$ cat src/rtl/ps2_key_decoder_pkg.sv
// ps2_pkg: prefix/modifier codes, discard list, FSM state
// and the 13-bit queued event bundle for ps2_key_decoder.
package ps2_pkg;

  localparam logic [7:0] PS2_E0     = 8'hE0;
  localparam logic [7:0] PS2_F0     = 8'hF0;
  localparam logic [7:0] PS2_LSHIFT = 8'h12;
  localparam logic [7:0] PS2_RSHIFT = 8'h59;
  localparam logic [7:0] PS2_CTRL   = 8'h14;
  localparam logic [7:0] PS2_ALT    = 8'h11;

  // Keyboard housekeeping bytes that never form an event
  localparam int PS2_N_DISCARD = 6;
  localparam logic [8*PS2_N_DISCARD-1:0] PS2_DISCARD =
    {8'h00, 8'hFF, 8'hAA, 8'hFA, 8'hEE, 8'hFC};

  typedef enum logic [1:0] {
    ST_IDLE,
    ST_GOT_E0,
    ST_GOT_F0,
    ST_GOT_E0F0
  } ps2_state_e;

  typedef struct packed {
    logic [7:0] code;
    logic       ext;
    logic       brk;
    logic [2:0] mods;
  } ps2_evt_t;

  localparam int PS2_EVT_W = $bits(ps2_evt_t);

  function automatic logic is_discard(input logic [7:0] b);
    is_discard = 1'b0;
    for (int i = 0; i < PS2_N_DISCARD; i++) begin
      if (b == PS2_DISCARD[i*8 +: 8]) is_discard = 1'b1;
    end
  endfunction

  // Held bits: [0]LShift [1]RShift [2]LCtrl [3]RCtrl [4]LAlt [5]RAlt
  function automatic logic [5:0] mod_mask(
    input logic [7:0] code,
    input logic       ext
  );
    logic [8:0] key;
    key = {ext, code};
    mod_mask = '0;
    unique case (1'b1)
      key == {1'b0, PS2_LSHIFT}: mod_mask = 6'b000001;
      key == {1'b0, PS2_RSHIFT}: mod_mask = 6'b000010;
      key == {1'b0, PS2_CTRL}:   mod_mask = 6'b000100;
      key == {1'b1, PS2_CTRL}:   mod_mask = 6'b001000;
      key == {1'b0, PS2_ALT}:    mod_mask = 6'b010000;
      key == {1'b1, PS2_ALT}:    mod_mask = 6'b100000;
      default:                   mod_mask = '0;
    endcase
  endfunction

  function automatic logic [2:0] mods_of(input logic [5:0] h);
    mods_of = {h[5] | h[4], h[3] | h[2], h[1] | h[0]};
  endfunction

endpackage

$ cat src/rtl/ps2_key_decoder_evt_fifo.sv
// ps2_evt_fifo: synchronous FIFO with occupancy count and
// reset-cleared storage; head is read combinationally.
module ps2_evt_fifo #(
  parameter int DEPTH = 8,
  parameter int WIDTH = 13
) (
  input  logic                   clk,
  input  logic                   rst_n,
  input  logic                   push,
  input  logic [WIDTH-1:0]       wdata,
  input  logic                   pop,
  output logic [WIDTH-1:0]       rdata,
  output logic [$clog2(DEPTH):0] count,
  output logic                   full,
  output logic                   empty
);

  localparam int AW = $clog2(DEPTH);
  localparam logic [AW:0] DEPTH_C = (AW+1)'(DEPTH);

  logic [WIDTH-1:0] mem_q [DEPTH];
  logic [WIDTH-1:0] mem_d [DEPTH];
  logic [AW-1:0]    wr_q, wr_d;
  logic [AW-1:0]    rd_q, rd_d;
  logic [AW:0]      cnt_q, cnt_d;
  logic             do_push;
  logic             do_pop;

  assign empty   = (cnt_q == '0);
  assign full    = (cnt_q == DEPTH_C);
  assign do_pop  = pop & ~empty;
  // A pop frees the slot the push needs when full
  assign do_push = push & (~full | do_pop);
  assign rdata   = mem_q[rd_q];
  assign count   = cnt_q;

  always_comb begin
    mem_d = mem_q;
    wr_d  = wr_q;
    rd_d  = rd_q;
    if (do_push) begin
      mem_d[wr_q] = wdata;
      wr_d        = wr_q + AW'(1);
    end
    if (do_pop) rd_d = rd_q + AW'(1);
    cnt_d = cnt_q + {{AW{1'b0}}, do_push}
                  - {{AW{1'b0}}, do_pop};
  end

  always_ff @(posedge clk or negedge rst_n) begin
    if (!rst_n) begin
      mem_q <= '{default: '0};
      wr_q  <= '0;
      rd_q  <= '0;
      cnt_q <= '0;
    end else begin
      mem_q <= mem_d;
      wr_q  <= wr_d;
      rd_q  <= rd_d;
      cnt_q <= cnt_d;
    end
  end

endmodule

$ cat src/rtl/ps2_key_decoder.sv
// PS/2 set-2 scan decoder: E0/F0 prefix FSM, modifier tracking, event FIFO.
// Define PS2_KEY_DECODER_TYPEMATIC_FILTER_EN to drop typematic repeat makes.
module ps2_key_decoder
  import ps2_pkg::*;
#(
  parameter int FIFO_DEPTH = 8
) (
  input  logic                        clk50,
  input  logic                        reset,
  input  logic                        byte_valid,
  input  logic [7:0]                  byte_data,
  input  logic                        byte_err,
  output logic                        evt_valid,
  input  logic                        evt_ready,
  output logic [7:0]                  evt_code,
  output logic                        evt_ext,
  output logic                        evt_break,
  output logic [2:0]                  evt_mods,
  output logic [2:0]                  mods,
  output logic                        overflow,
  output logic [$clog2(FIFO_DEPTH):0] fifo_count
);

  ps2_state_e state_q, state_d;
  logic [5:0] held_q, held_d;
  logic       ovf_q, ovf_d;
  logic       dec_hit, dec_ext, dec_brk;
  logic       byte_ok, is_pfx, suppress;
  logic       push, pop, fifo_full, fifo_empty;
  logic [5:0] mask;
  ps2_evt_t   wr_evt, head;

  assign byte_ok = byte_valid & ~byte_err;
  assign is_pfx  = (byte_data == PS2_E0) | (byte_data == PS2_F0);

  always_ff @(posedge clk50 or negedge reset) begin
    if (!reset) begin
      state_q <= ST_IDLE;
      held_q  <= '0;
      ovf_q   <= 1'b0;
    end else begin
      state_q <= state_d;
      held_q  <= held_d;
      ovf_q   <= ovf_d;
    end
  end

  always_comb begin
    state_d = state_q;
    if (byte_err) begin
      state_d = ST_IDLE;
    end else if (byte_valid) begin
      unique case (state_q)
        ST_IDLE, ST_GOT_F0: begin
          if (byte_data == PS2_E0)      state_d = ST_GOT_E0;
          else if (byte_data == PS2_F0) state_d = ST_GOT_F0;
          else                          state_d = ST_IDLE;
        end
        ST_GOT_E0: begin
          if (byte_data == PS2_F0)      state_d = ST_GOT_E0F0;
          else if (byte_data == PS2_E0) state_d = ST_GOT_E0;
          else                          state_d = ST_IDLE;
        end
        default: state_d = ST_IDLE;
      endcase
    end
  end

  always_comb begin
    dec_hit = 1'b0;
    dec_ext = 1'b0;
    dec_brk = 1'b0;
    if (byte_ok) begin
      unique case (state_q)
        ST_IDLE: dec_hit = ~is_pfx & ~is_discard(byte_data);
        ST_GOT_E0: begin
          dec_hit = ~is_pfx;
          dec_ext = 1'b1;
        end
        ST_GOT_F0: begin
          dec_hit = ~is_pfx;
          dec_brk = 1'b1;
        end
        default: begin
          dec_hit = 1'b1;
          dec_ext = 1'b1;
          dec_brk = 1'b1;
        end
      endcase
    end
  end

`ifdef PS2_KEY_DECODER_TYPEMATIC_FILTER_EN
  logic [9:0] tm_q, tm_d;
  logic       tm_match;

  // tm_q = {ext, code, valid} of the last accepted make
  assign tm_match = tm_q[0] & (tm_q[9:1] == {dec_ext, byte_data});
  assign suppress = dec_hit & ~dec_brk & tm_match;

  always_comb begin
    tm_d = tm_q;
    if (dec_hit && !dec_brk) tm_d = {dec_ext, byte_data, 1'b1};
    else if (dec_hit && tm_match) tm_d[0] = 1'b0;
  end

  always_ff @(posedge clk50 or negedge reset) begin
    if (!reset) tm_q <= '0;
    else        tm_q <= tm_d;
  end
`else
  assign suppress = 1'b0;
`endif

  assign mask = mod_mask(byte_data, dec_ext);
  assign push = dec_hit & ~suppress;
  assign pop  = evt_ready & ~fifo_empty;

  always_comb begin
    held_d = held_q;
    if (push) held_d = dec_brk ? (held_q & ~mask) : (held_q | mask);
  end

  always_comb begin
    wr_evt.code = byte_data;
    wr_evt.ext  = dec_ext;
    wr_evt.brk  = dec_brk;
    wr_evt.mods = mods_of(held_d);
  end

  // A drop only happens when full and nothing leaves this edge
  assign ovf_d = ovf_q | (push & fifo_full & ~pop);

  ps2_evt_fifo #(
    .DEPTH (FIFO_DEPTH),
    .WIDTH (PS2_EVT_W)
  ) u_fifo (
    .clk   (clk50),
    .rst_n (reset),
    .push  (push),
    .wdata (wr_evt),
    .pop   (pop),
    .rdata (head),
    .count (fifo_count),
    .full  (fifo_full),
    .empty (fifo_empty)
  );

  assign evt_valid = ~fifo_empty;
  assign evt_code  = head.code;
  assign evt_ext   = head.ext;
  assign evt_break = head.brk;
  assign evt_mods  = head.mods;
  assign mods      = mods_of(held_q);
  assign overflow  = ovf_q;

endmodule

$ cat config.mk
export PLATFORM = sky130hd
export DESIGN_NAME = ps2_key_decoder
export DESIGN_NICKNAME = d
export VERILOG_FILES = /design/src/rtl/ps2_key_decoder_pkg.sv /design/src/rtl/ps2_key_decoder_evt_fifo.sv /design/src/rtl/ps2_key_decoder.sv
export SDC_FILE = /design/constraint.sdc
export NUM_CORES = 1
export LEC_CHECK = 0
export ABC_AREA = 1
export BUFFER_PORTS_ARGS = -buffer_cell sky130_fd_sc_hd__buf_2
export CORE_AREA = 2 2 105 107
export CTS_CLUSTER_DIAMETER = 60
export DETAILED_ROUTE_END_ITERATION = 8
export DIE_AREA = 0 0 107 109
export PLACE_DENSITY = 0.81
export SETUP_SLACK_MARGIN = 0.4
export SLEW_MARGIN = 15
export SYNTH_ARGS = -nofsm -noshare
export SYNTH_HDL_FRONTEND = slang
export SYNTH_SLANG_ARGS = --single-unit
$ cat constraint.sdc
create_clock -name clk50 -period 3.6 [get_ports clk50]
set_clock_uncertainty 0.2 [all_clocks]
set_input_delay 0.54 -clock clk50 [delete_from_list [all_inputs] [get_ports clk50]]
set_output_delay 0.54 -clock clk50 [all_outputs]
set_load 0.05 [all_outputs]
## Yosys cells after proc, flatten, opt, wreduce, memory -nomap -nowiden

Cells that the tools add are included.

| storage, ports and cells | value |
|---|---|
| input port bits | 13 |
| memories kept | 0 |
| bits in latches | 0 |
| ROM bits | 0 |
| memory bits (writable) | 0 |
| logic and storage cells | 102 |
| register bits after elaboration | 123 |
| output and inout bits | 22 |

| operators by class | value |
|---|---|
| mux-type cells | 30 |
| $mul | 0 |
| bitwise gates (word level) | 27 |
| div/mod/pow operators | 0 |
| magnitude comparators | 3 |
| reductions and logical operators | 8 |
| add/sub/neg operators | 4 |
| equality and inequality tests | 16 |
| shifts and indexed selects | 0 |

Operators by type and width:

| operator | number |
|---|---|
| bitwise mux 104 bit | 1 |
| equality test 8 bit (second input constant) | 7 |
| binary-select mux 13 bit (select 3 bit) | 1 |
| demux 13 bit (select 3 bit) | 1 |
| 2-to-1 mux 13 bit | 3 |
| case mux 6 bit (6 select lines) | 1 |
| equality test 9 x 5 -> 1 bit (second input constant) | 3 |
| equality test 9 bit (second input constant) | 2 |
| 2-to-1 mux 1 bit | 14 |
| 2-to-1 mux 6 bit | 2 |
| 2-to-1 mux 2 bit | 5 |
| equality test 9 x 7 -> 1 bit (second input constant) | 1 |
| OR 1 bit | 9 |
| greater-or-equal comparator 4 bit (second input constant) | 2 |
| logical NOT 8 bit | 1 |
| inverter 3 -> 4 bit | 2 |
| bitwise AND 1 bit | 7 |
| adder 3 x 1 -> 3 bit (second input constant) | 2 |
| bitwise AND 6 bit | 1 |
| inverter 1 bit | 6 |
| inverter 6 bit | 1 |
| OR 6 bit | 1 |
| OR reduction 2 bit | 3 |
| adder 4 x 1 -> 4 bit | 1 |
| other kinds (11) | 11 |

## Depth between registers and ports, before layout

Gate-level depths: netlist of the first run.

| depth | value |
|---|---|
| depth in word-level cells | 16 |
| gate-level depth with buffers | 18 |
| gate-level depth less buffers | 17 |

## Modules after synthesis

A second synthesis of the first run with hierarchy kept.

| unflattened totals | value |
|---|---|
| cell total of the unflattened synthesis | 906 |
| area, all modules | 6,876.6 um^2 |

By module, submodules not included:

| module | cells each | times used | sequential area each (um^2) | area each (um^2) |
|---|---|---|---|---|
| ps2_evt_fifo | 760 | 1 | 2,852.7 | 5,962.0 |
| ps2_key_decoder | 146 | 1 | 225.2 | 914.6 |

## Least setup slack after synthesis of the first run

No wires, ideal clock.

| path | value |
|---|---|
| kind | reg-to-reg |
| from | register u_fifo.cnt_q[2], in the netlist u_fifo.count[2] |
| to | register u_fifo.cnt_q[1], in the netlist u_fifo.count[1] |
| path buffers | 1 |
| arrival time | 2.583 ns |
| slack | 0.682 ns |
| cell stages (with the launch flop) | 11 |
| period minus slack after synthesis | 2.918 ns |
| data required time | 3.264 ns |
| setup time | 0.136 ns |
| cell sequence | dfrtp_1 -> inv_1 -> ha_1 -> nand2_1 -> nand2_1 -> nand3_1 -> nand3_4 -> inv_2 -> buf_6 -> ha_1 -> fa_1 |

| between the ends | value |
|---|---|
| longest elaborated chain between the ends | 8 |
| elaborated cells on any way between the ends | 10 |
| those cells by class | add/sub (2); eq/ne (1); bitwise (6); reduce/logical (1) |

RTL lines:

| element | line | RTL |
|---|---|---|
| start: declaration | ps2_key_decoder_evt_fifo.sv:25 | `logic [AW:0] cnt_q, cnt_d;` |
| start signal: assignment | ps2_key_decoder_evt_fifo.sv:60 | `cnt_q <= cnt_d;` |
| logical NOT 4 bit (*) | ps2_key_decoder_evt_fifo.sv:29 | `assign empty = (cnt_q == '0);` |
| inverter 1 bit (*) | - |  |
| via evt_valid | ps2_key_decoder.sv:13 | `output logic evt_valid,` |
| bitwise AND 1 bit | ps2_key_decoder.sv:117 | `assign pop = evt_ready & ~fifo_empty;` |
| bitwise AND 1 bit (*) | ps2_key_decoder_evt_fifo.sv:31 | `assign do_pop = pop & ~empty;` |
| OR 1 bit (*) | ps2_key_decoder_evt_fifo.sv:33 | `assign do_push = push & (~full \| do_pop);` |
| bitwise AND 1 bit (*) | ps2_key_decoder_evt_fifo.sv:33 |  |
| via u_fifo.do_push | ps2_key_decoder_evt_fifo.sv:26 | `logic do_push;` |
| adder 4 x 1 -> 4 bit (*) | ps2_key_decoder_evt_fifo.sv:46 | `cnt_d = cnt_q + {{AW{1'b0}}, do_push}` |
| subtractor 4 x 1 -> 4 bit (*) | ps2_key_decoder_evt_fifo.sv:47 | `- {{AW{1'b0}}, do_pop};` |
| via u_fifo.cnt_d[1] | ps2_key_decoder_evt_fifo.sv:25 |  |

The timed path passes the listed nets; every way through them passes the cells marked *.
A chain may end at the register's enable or synchronous reset.

## Worst setup path after layout of the first run

| path | value |
|---|---|
| from | register u_fifo.rd_q[1] |
| to | output evt_code[4] |

| between the ends | value |
|---|---|
| longest elaborated chain between the ends | 4 |

RTL lines:

| element | line | RTL |
|---|---|---|
| start: declaration | ps2_key_decoder_evt_fifo.sv:24 | `logic [AW-1:0] rd_q, rd_d;` |
| start signal: assignment | ps2_key_decoder_evt_fifo.sv:59 | `rd_q <= rd_d;` |
| inverter 3 -> 4 bit (implied by the code) | ps2_key_decoder_evt_fifo.sv:34 | `assign rdata = mem_q[rd_q];` |
| binary-select mux 13 bit (select 3 bit) | ps2_key_decoder_evt_fifo.sv:34 |  |
| 2-to-1 mux 13 bit (implied by the code) (2 in series) | ps2_key_decoder_evt_fifo.sv:34 |  |
| end: declaration | ps2_key_decoder.sv:15 | `output logic [7:0] evt_code,` |

Every way passes these cells. The select of a mux whose other input is x is not followed.

==> out/qor.yml, run 1 <==
run_status:
  outcome: "complete, no violations"
layout:
  diodes: 0
  stdcell_count: 954
  nNetsFinal: 828
  fillers: 823
  drive_gt1_frac: 0.127
  final_area_um2: 7070
  postLayoutCoreUtil: 0.667
  area_delta_synth_final_pct: 13.6
power:
  leakage_nw: 3.64
  netSwitchingPower_mw: 3.03
  seq_power_share: 0.316
  sw_frac_of_total: 0.424
  power_density_nw_per_um2: 1010
  ir_worst_vdd_uv: 603
  combPwrFrac: 0.414
  totalPowerFinal_mw: 7.13
  clkPwrFrac: 0.270
  internal-power_mw: 4.10
worst_hold_path:
  whs_path_depth: 4
  hold_path_end: "state_q[1]$_DFFE_PN0P_"
  hp-class: "input pin to register"
  holdCritStartpoint: "byte_valid"
placed_design:
  dp.cells: 921
  dpl.hpwl_um: 9280
  place_congestion: 0.905
  place_area_um2: 6380
  port_buffers: 34
sta:
  tightest_slew_ns: 0.810
  min_period_over_period: 0.840
  slew_viol_final: 0
  timing.fmax_ghz: 0.331
  max-slew-margin-rel: 0.460
  hold_viol: 0
  period_needed_ns: 3.02
  tns_ns: 0
  grt_setup_unrepaired: "no"
  finalSetupViolations: 0
setup_path:
  path_cells: "inv_1, buf_4, o21ai_0, o22ai_1, nor2_1, a31oi_1, buf_2"
  cp_slowest_cell: "dfrtp_1"
  rr_endpoint: "u_fifo.mem_q[2]$_DFFE_PN0P_"
  critPathMaxFanout: 24
  rr_worst_depth: 14
  critPathKind: "register to output port"
  r2r-start: "state_q[0]$_DFFE_PN0P_"
  end_kind: "output port"
  crit_path_start_kind: "register"
  critical-path-max-stage-delay_ns: 0.38
  reg2reg_slack_ns: 0.84
  cp-startpoint: "u_fifo.rd_q[1]$_DFFE_PN0P_"
  cp.arrival_ns: 2.28
  cp.required_ns: 2.86
job:
  maxCapViolCount: 0
synth:
  synthCells: 775
  synth-seq-area-share: 0.494
  synth_seq_cells: 123
  syn_nets: 802
  ys_warn_count: 0
  synth_area_um2: 6230
  synth.distinct_cells: 30
  synth_area_per_cell_um2: 8.04
floorplan:
  die-area_um2: 11700
  die_w_um: 107
  io_pins: 35
  die_h_um: 109
  coreArea_um2: 10600
  rows: 38
  initial_core_util: 0.587
clock_tree:
  cts_buffer_depth: 2
  cts_max_level: 4
  cts_sinks: 123
  clock_latency_ns: 0.53
  cts_tree: "built"
  root_buffer: "clkbuf_8"
  cts_made_buffers: 17
  path_clk_slew_ns: 0.06
detailed_routing:
  drtIter0Drc: 506
  vias_per_cell: 5.67
  num_vias: 5405
  drc: 0
  dr.pass1.iters: 7
  postRouteAntennaNets: 0
  routedWlPerCell_um: 15.7
  routed_wl_um: 15000
global_routing:
  grtUsageTotal: 0.282
  grt_max_degree: 65
  grt_pass1_vias: 5409
  globalRouteOverflowTotal: 0
  antenna_found_initial: 0
  grt_pass1_wl_um: 25300
area by class of cell:
class | count | area, um^2 | share of cell area
Clock buffer | 18 | 428 | 0.0605
Clock inverter | 14 | 244 | 0.0345
Inverter | 64 | 240 | 0.0340
Multi-Input combinational cell | 550 | 2640 | 0.374
Sequential cell | 123 | 3080 | 0.435
Tap cell | 140 | 175 | 0.0248
Timing Repair Buffer | 45 | 265 | 0.0375
cell usage after synthesis:
cell       count  area share
nand2_1      212        0.13
dfrtp_1      123        0.49
nor2_1       120       0.072
o21ai_0       71       0.057
inv_1         59       0.036
o21ai_1       57       0.046
clkbuf_1      18       0.011
buf_6         16       0.029
o21ai_2       14       0.020
a31oi_1       13       0.013
ha_1          13       0.026
o22ai_1       13       0.013
nand3_1        9      0.0072
nand2_4        8       0.014
xor2_1         5      0.0070
buf_2          4      0.0032
inv_2          3      0.0018
nand4_1        3      0.0030
clkinv_1       2      0.0012
nand3b_1       2      0.0024
a21oi_1        1     0.00080
a32o_1         1      0.0016
fa_1           1      0.0032
nand3_4        1      0.0028
nor3_1         1     0.00080
nor4_1         1      0.0010
o2111ai_1      1      0.0014
o21bai_1       1      0.0012
or2_2          1      0.0010
xnor2_1        1      0.0014
power by group through the flow:
stage / sequential [mW] / clock, mW / combinational (mW)
final: 2.26 / 1.93 / 2.95
after global routing: 2.32 / 1.99 / 3.26
after CTS: 2.25 / 1.93 / 2.94
after detailed placement: 2.26 / 0 / 2.90
after global placement: 2.23 / 0 / 2.82
after floorplan: 2.28 / 0 / 2.19
worst max path at each step:
stage                           endpoint  slack, ns  depth (start not counted)
6_report                     evt_code[4]       0.58                          7
5_1_grt                      evt_code[5]       0.45                          7
4_1_cts                      evt_code[4]       0.49                          6
3_5_place_dp   u_fifo.count[1]$_DFF_PN0_       0.57                         16
3_3_place_gp   u_fifo.count[1]$_DFF_PN0_       0.66                         16
2_1_floorplan  u_fifo.count[1]$_DFF_PN0_       0.68                         10
placed cells by master, fill, tap and decap left out, types with 2 or more instances in the layout:
master / synthesis / layout
clkinv_1: 2 / 2
nand2_1: 212 / 212
nand3b_1: 2 / 2
nor2_1: 120 / 120
o21ai_0: 71 / 71
buf_2: 4 / 33
xor2_1: 5 / 5
bufinv_16: 0 / 6
clkinvlp_4: 0 / 2
nand3_1: 9 / 9
dfrtp_1: 123 / 123
inv_1: 59 / 59
o22ai_1: 13 / 13
inv_2: 3 / 3
o21ai_2: 14 / 14
clkbuf_16: 0 / 16
buf_6: 16 / 2
nand4_1: 3 / 3
clkinv_4: 0 / 5
ha_1: 13 / 13
a31oi_1: 13 / 13
clkbuf_8: 0 / 2
o21ai_1: 57 / 57
buf_4: 0 / 9
nand2_4: 8 / 8
cells by family after synthesis:
family	Yosys count	synth area share
flip-flops	123	0.494
adder cells (fa/ha/maj)	14	0.0293
AO/OA/AOI/OAI	172	0.154
XOR/XNOR	6	0.00844
AND/OR/NAND/NOR	358	0.233
buffers and inverters	102	0.0816
metal layers:
metal	wire, um	up-vias	GRT usage
met3	1060	39	0.0663
met1	6090	2579	0.345
met4	401	0	0.128
met5	0	-	0
li1	-	2544	-
met2	7460	243	0.477
timing repair:
action                                  4_1_cts  5_1_grt
endpoints found under the setup margin        0        2
hold buffers                                  1        0
hold endpoints to repair                     61        0
gates resized for setup                       0        2
setup buffers                                 0        0
state kept, by name, indices dropped and copies added (netlist names):
register,flops
u_fifo.wr_q,3
overflow,1
held_q,6
u_fifo.mem_q,104
state_q,2
u_fifo.count,4
u_fifo.rd_q,3
worst max-delay path, delay by kind of cell (launching register included):
family,cells,cell delay [ns]
AOI/OAI and AO/OA,3,0.54
buffers and inverters,3,0.78
DFF,1,0.38
and+or+nand+nor,1,0.06
per-stage QoR:
stage | hold slack (ns) | worst slack (ns)
CTS | 0.0668 | 0.491
global route | 0.0911 | 0.447
floorplan | 0.0444 | 0.682
global placement | 0.256 | 0.658
finish | 0.0690 | 0.578
detailed placement | 0.260 | 0.573
(Power assumes the default switching activity.)
==> run 2, diff against run 1 <==
--- a/config.mk
+++ b/config.mk
@@ -5,12 +5,12 @@
 export SDC_FILE = /design/constraint.sdc
 export NUM_CORES = 1
 export LEC_CHECK = 0
-export ABC_AREA = 1
+export ABC_AREA = 0
 export BUFFER_PORTS_ARGS = -buffer_cell sky130_fd_sc_hd__buf_2
-export CORE_AREA = 2 2 105 107
+export CORE_AREA = 2 2 107 109
 export CTS_CLUSTER_DIAMETER = 60
 export DETAILED_ROUTE_END_ITERATION = 8
-export DIE_AREA = 0 0 107 109
+export DIE_AREA = 0 0 109 111
 export PLACE_DENSITY = 0.81
 export SETUP_SLACK_MARGIN = 0.4
 export SLEW_MARGIN = 15
==> constraint.sdc (replaced) <==
create_clock -name clk50 -period 2.92 [get_ports clk50]
set_clock_uncertainty 0.2 [all_clocks]
set_input_delay 0.438 -clock clk50 [delete_from_list [all_inputs] [get_ports clk50]]
set_output_delay 0.438 -clock clk50 [all_outputs]
set_load 0.05 [all_outputs]
==> run 2 against run 1 <==
Net effect: setup slack worse by 0.46 ns; register-to-register slack worse by 0.39 ns; utilization grew 4.5 points; synthesized cell count decreased by 40%; wire length grew 2.2%; largest cell class is now multi-input gates.
==> out/qor.yml, run 2 <==
detailed_routing:
  dr.pass1.iters: 5
  vias_per_cell: 6.43
  num_vias: 4398
  postRouteAntennaNets: 0
  routed_wl_um: 15300
  drc: 0
  routedWlPerCell_um: 22.4
  drtIter0Drc: 359
synth:
  synthTopCellsByCount: "123 x dfrtp_1, 55 x mux2_2, 31 x mux2_4"
  synth.most_common_cell: "dfrtp_1"
  synth_edf_count: 0
  synthFlopType: "dfrtp_1"
  synth_area_um2: 6540
  ys_warn_count: 0
  synth_top_area_frac: 0.471
  synth_area_per_cell_um2: 14.1
  syn_nets: 492
  synth.distinct_cells: 56
  synth.area.top_cells: "dfrtp_1 47%, mux2_2 9.5%, mux4_2 9.0%"
  synthArstFlopShare: 1.00
  synth_seq_cells: 123
  synthCells: 465
  synth-seq-area-share: 0.471
  yosysTopAreaCell: "dfrtp_1"
global_routing:
  grtUsageTotal: 0.273
  grt_max_degree: 124
  globalRouteOverflowTotal: 0
  grt_pass1_wl_um: 24500
  grt_pass1_vias: 4524
  antenna_found_initial: 0
run_status:
  outcome: "complete, no violations"
setup_path:
  end_kind: "output port"
  path_cells: "buf_4, buf_6, mux4_2, mux2_4, buf_6"
  rr_endpoint: "u_fifo.mem_q[84]$_DFFE_PN0P_"
  crit_path_start_kind: "register"
  critPathKind: "register to output port"
  crit_buf_inv: 3
  critical-path-max-stage-delay_ns: 0.52
  cp-startpoint: "u_fifo.rd_q[0]$_DFFE_PN0P_"
  path_depth: 5
  cp.required_ns: 2.28
  crit_path_end: "evt_mods[1]"
  cp.arrival_ns: 2.17
  crit_family: "multiplexers"
  cp_common_cell: "buf_6"
  cp_slowest_cell: "mux4_2"
  rr_worst_depth: 9
  critPathMaxFanout: 6
  r2r-start: "state_q[0]$_DFFE_PN0P_"
  reg2reg_slack_ns: 0.45
layout:
  layout_common_cells: "119 x dfrtp_1, 48 x mux2_2, 39 x buf_4"
  fillers: 717
  nNetsFinal: 555
  final_common_cell: "dfrtp_1"
  largest_reg_flops: 104
  regMostFlops: "u_fifo.mem_q"
  area_delta_synth_final_pct: 20.6
  stdcell_count: 684
  drive_gt1_frac: 0.501
  diodes: 0
placed_design:
  pre_cts_slack_ns: -0.00423
  place_congestion: 0.829
  dp.cells: 633
  dpl.hpwl_um: 9700
  port_buffers: 34
sta:
  timing.fmax_ghz: 0.357
  hold_viol: 0
  grt_setup_unrepaired: "yes"
  finalSetupViolations: 0
  min_period_over_period: 0.960
  tightest_slew_ns: 0.718
  period_needed_ns: 2.80
  holdWs_ns: 0.143
  max-slew-margin-rel: 0.521
  tns_ns: 0
  setup_ws_ns: 0.117
  slew_viol_final: 0
power:
  power_density_nw_per_um2: 1130
  leakage_nw: 3.51
  ir_worst_vdd_uv: 1120
clock_tree:
  clock_latency_ns: 0.42
  cts_sinks: 123
  cts_max_level: 4
  cts_made_buffers: 17
  path_clk_slew_ns: 0.05
  cts_buffer_depth: 2
  cts_tree: "built"
  root_buffer: "clkbuf_16"
job:
  maxCapViolCount: 0
floorplan:
  die_h_um: 111
  coreArea_um2: 11100
  io_pins: 35
  rows: 39
  initial_core_util: 0.590
  die_w_um: 109
  die-area_um2: 12100
worst_hold_path:
  hp-class: "input pin to register"
[run 2: worst reg2reg max path, cell delays in order, from the launching register on]
cell and delay, ns:
dfrtp_2 0.44, inv_2 0.09, ha_4 0.22, nor2_4 0.09
nand2_1 0.06, o32a_4 0.42, buf_4 0.16, and4_1 0.19
buf_12 0.16, mux2_4 0.32
[run 2: metal layers]
metal  GRT usage  up-vias  wire length (um)
met2       0.431      159              7840
met5           0        -                 0
met3      0.0735       36               783
li1            -     1914                 -
met4       0.110        0               409
met1       0.355     2289              6310
[run 2: power breakdown]
group | internal [mW] | switching, mW | total [mW]
Sequential | 2.39 | 0.443 | 2.83
Clock | 1.16 | 0.722 | 1.88
Combinational | 2.08 | 2.09 | 4.17
[run 2: cell type report]
cell class              instances  area (um^2)  share of cell area
flip-flops and latches        123         3080               0.391
well taps                     143          179              0.0227
clock inverters                 8         42.5             0.00539
multi-input cells             285         3300               0.418
inverters                      16         60.1             0.00761
repair buffers                 85          733              0.0930
clock buffers                  24          492              0.0623
[run 2: cells by family (layout without fill, tap and decap cells)]
logic type | count (synthesis) | after routing | synth area share
muxes | 122 | 122 | 0.272
xor gates and xnor gates | 8 | 8 | 0.0107
buffers and inverters | 57 | 133 | 0.0528
adders and majority gates | 14 | 14 | 0.0279
DFF | 123 | 123 | 0.471
AOI/OAI and AO/OA | 74 | 74 | 0.0913
and+or+nand+nor | 67 | 67 | 0.0741
[run 2: worst min path at each step]
| stage | start | end | slack, ns | depth (start not counted) |
|---|---|---|---|---|
| 2_1_floorplan | reset | held_q[0]$_DFF_PN0_ | -0.06 | 0 |
| 3_3_place_gp | u_fifo.rd_q[2]$_DFFE_PN0P_ | u_fifo.rd_q[2]$_DFFE_PN0P_ | 0.26 | 1 |
| 3_5_place_dp | overflow$_DFF_PN0_ | overflow$_DFF_PN0_ | 0.27 | 1 |
| 4_1_cts | byte_valid | state_q[0]$_DFFE_PN0P_ | 0.13 | 3 |
| 5_1_grt | byte_valid | state_q[0]$_DFFE_PN0P_ | 0.15 | 3 |
| 6_report | byte_valid | state_q[0]$_DFFE_PN0P_ | 0.14 | 3 |
[run 2: stage by stage]
step | instance area, um^2 | utilization | power [mW]
after CTS | 7750 | 0.699 | 8.79
after detailed placement | 6950 | 0.628 | 6.45
after global placement | 6950 | 0.628 | 6.24
final | 7890 | 0.712 | 8.88
after global routing | 7890 | 0.712 | 9.32
after floorplan | 6610 | - | 5.56
[run 2: repair_timing]
action / in CTS / in global routing
hold endpoints to repair: 125 / 0
setup buffers: 7 / 9
pin swaps: 2 / 6
hold buffers: 2 / 0
setup endpoints to repair: 107 / 90
cloned: 1 / 0
gates resized for setup: 42 / 22
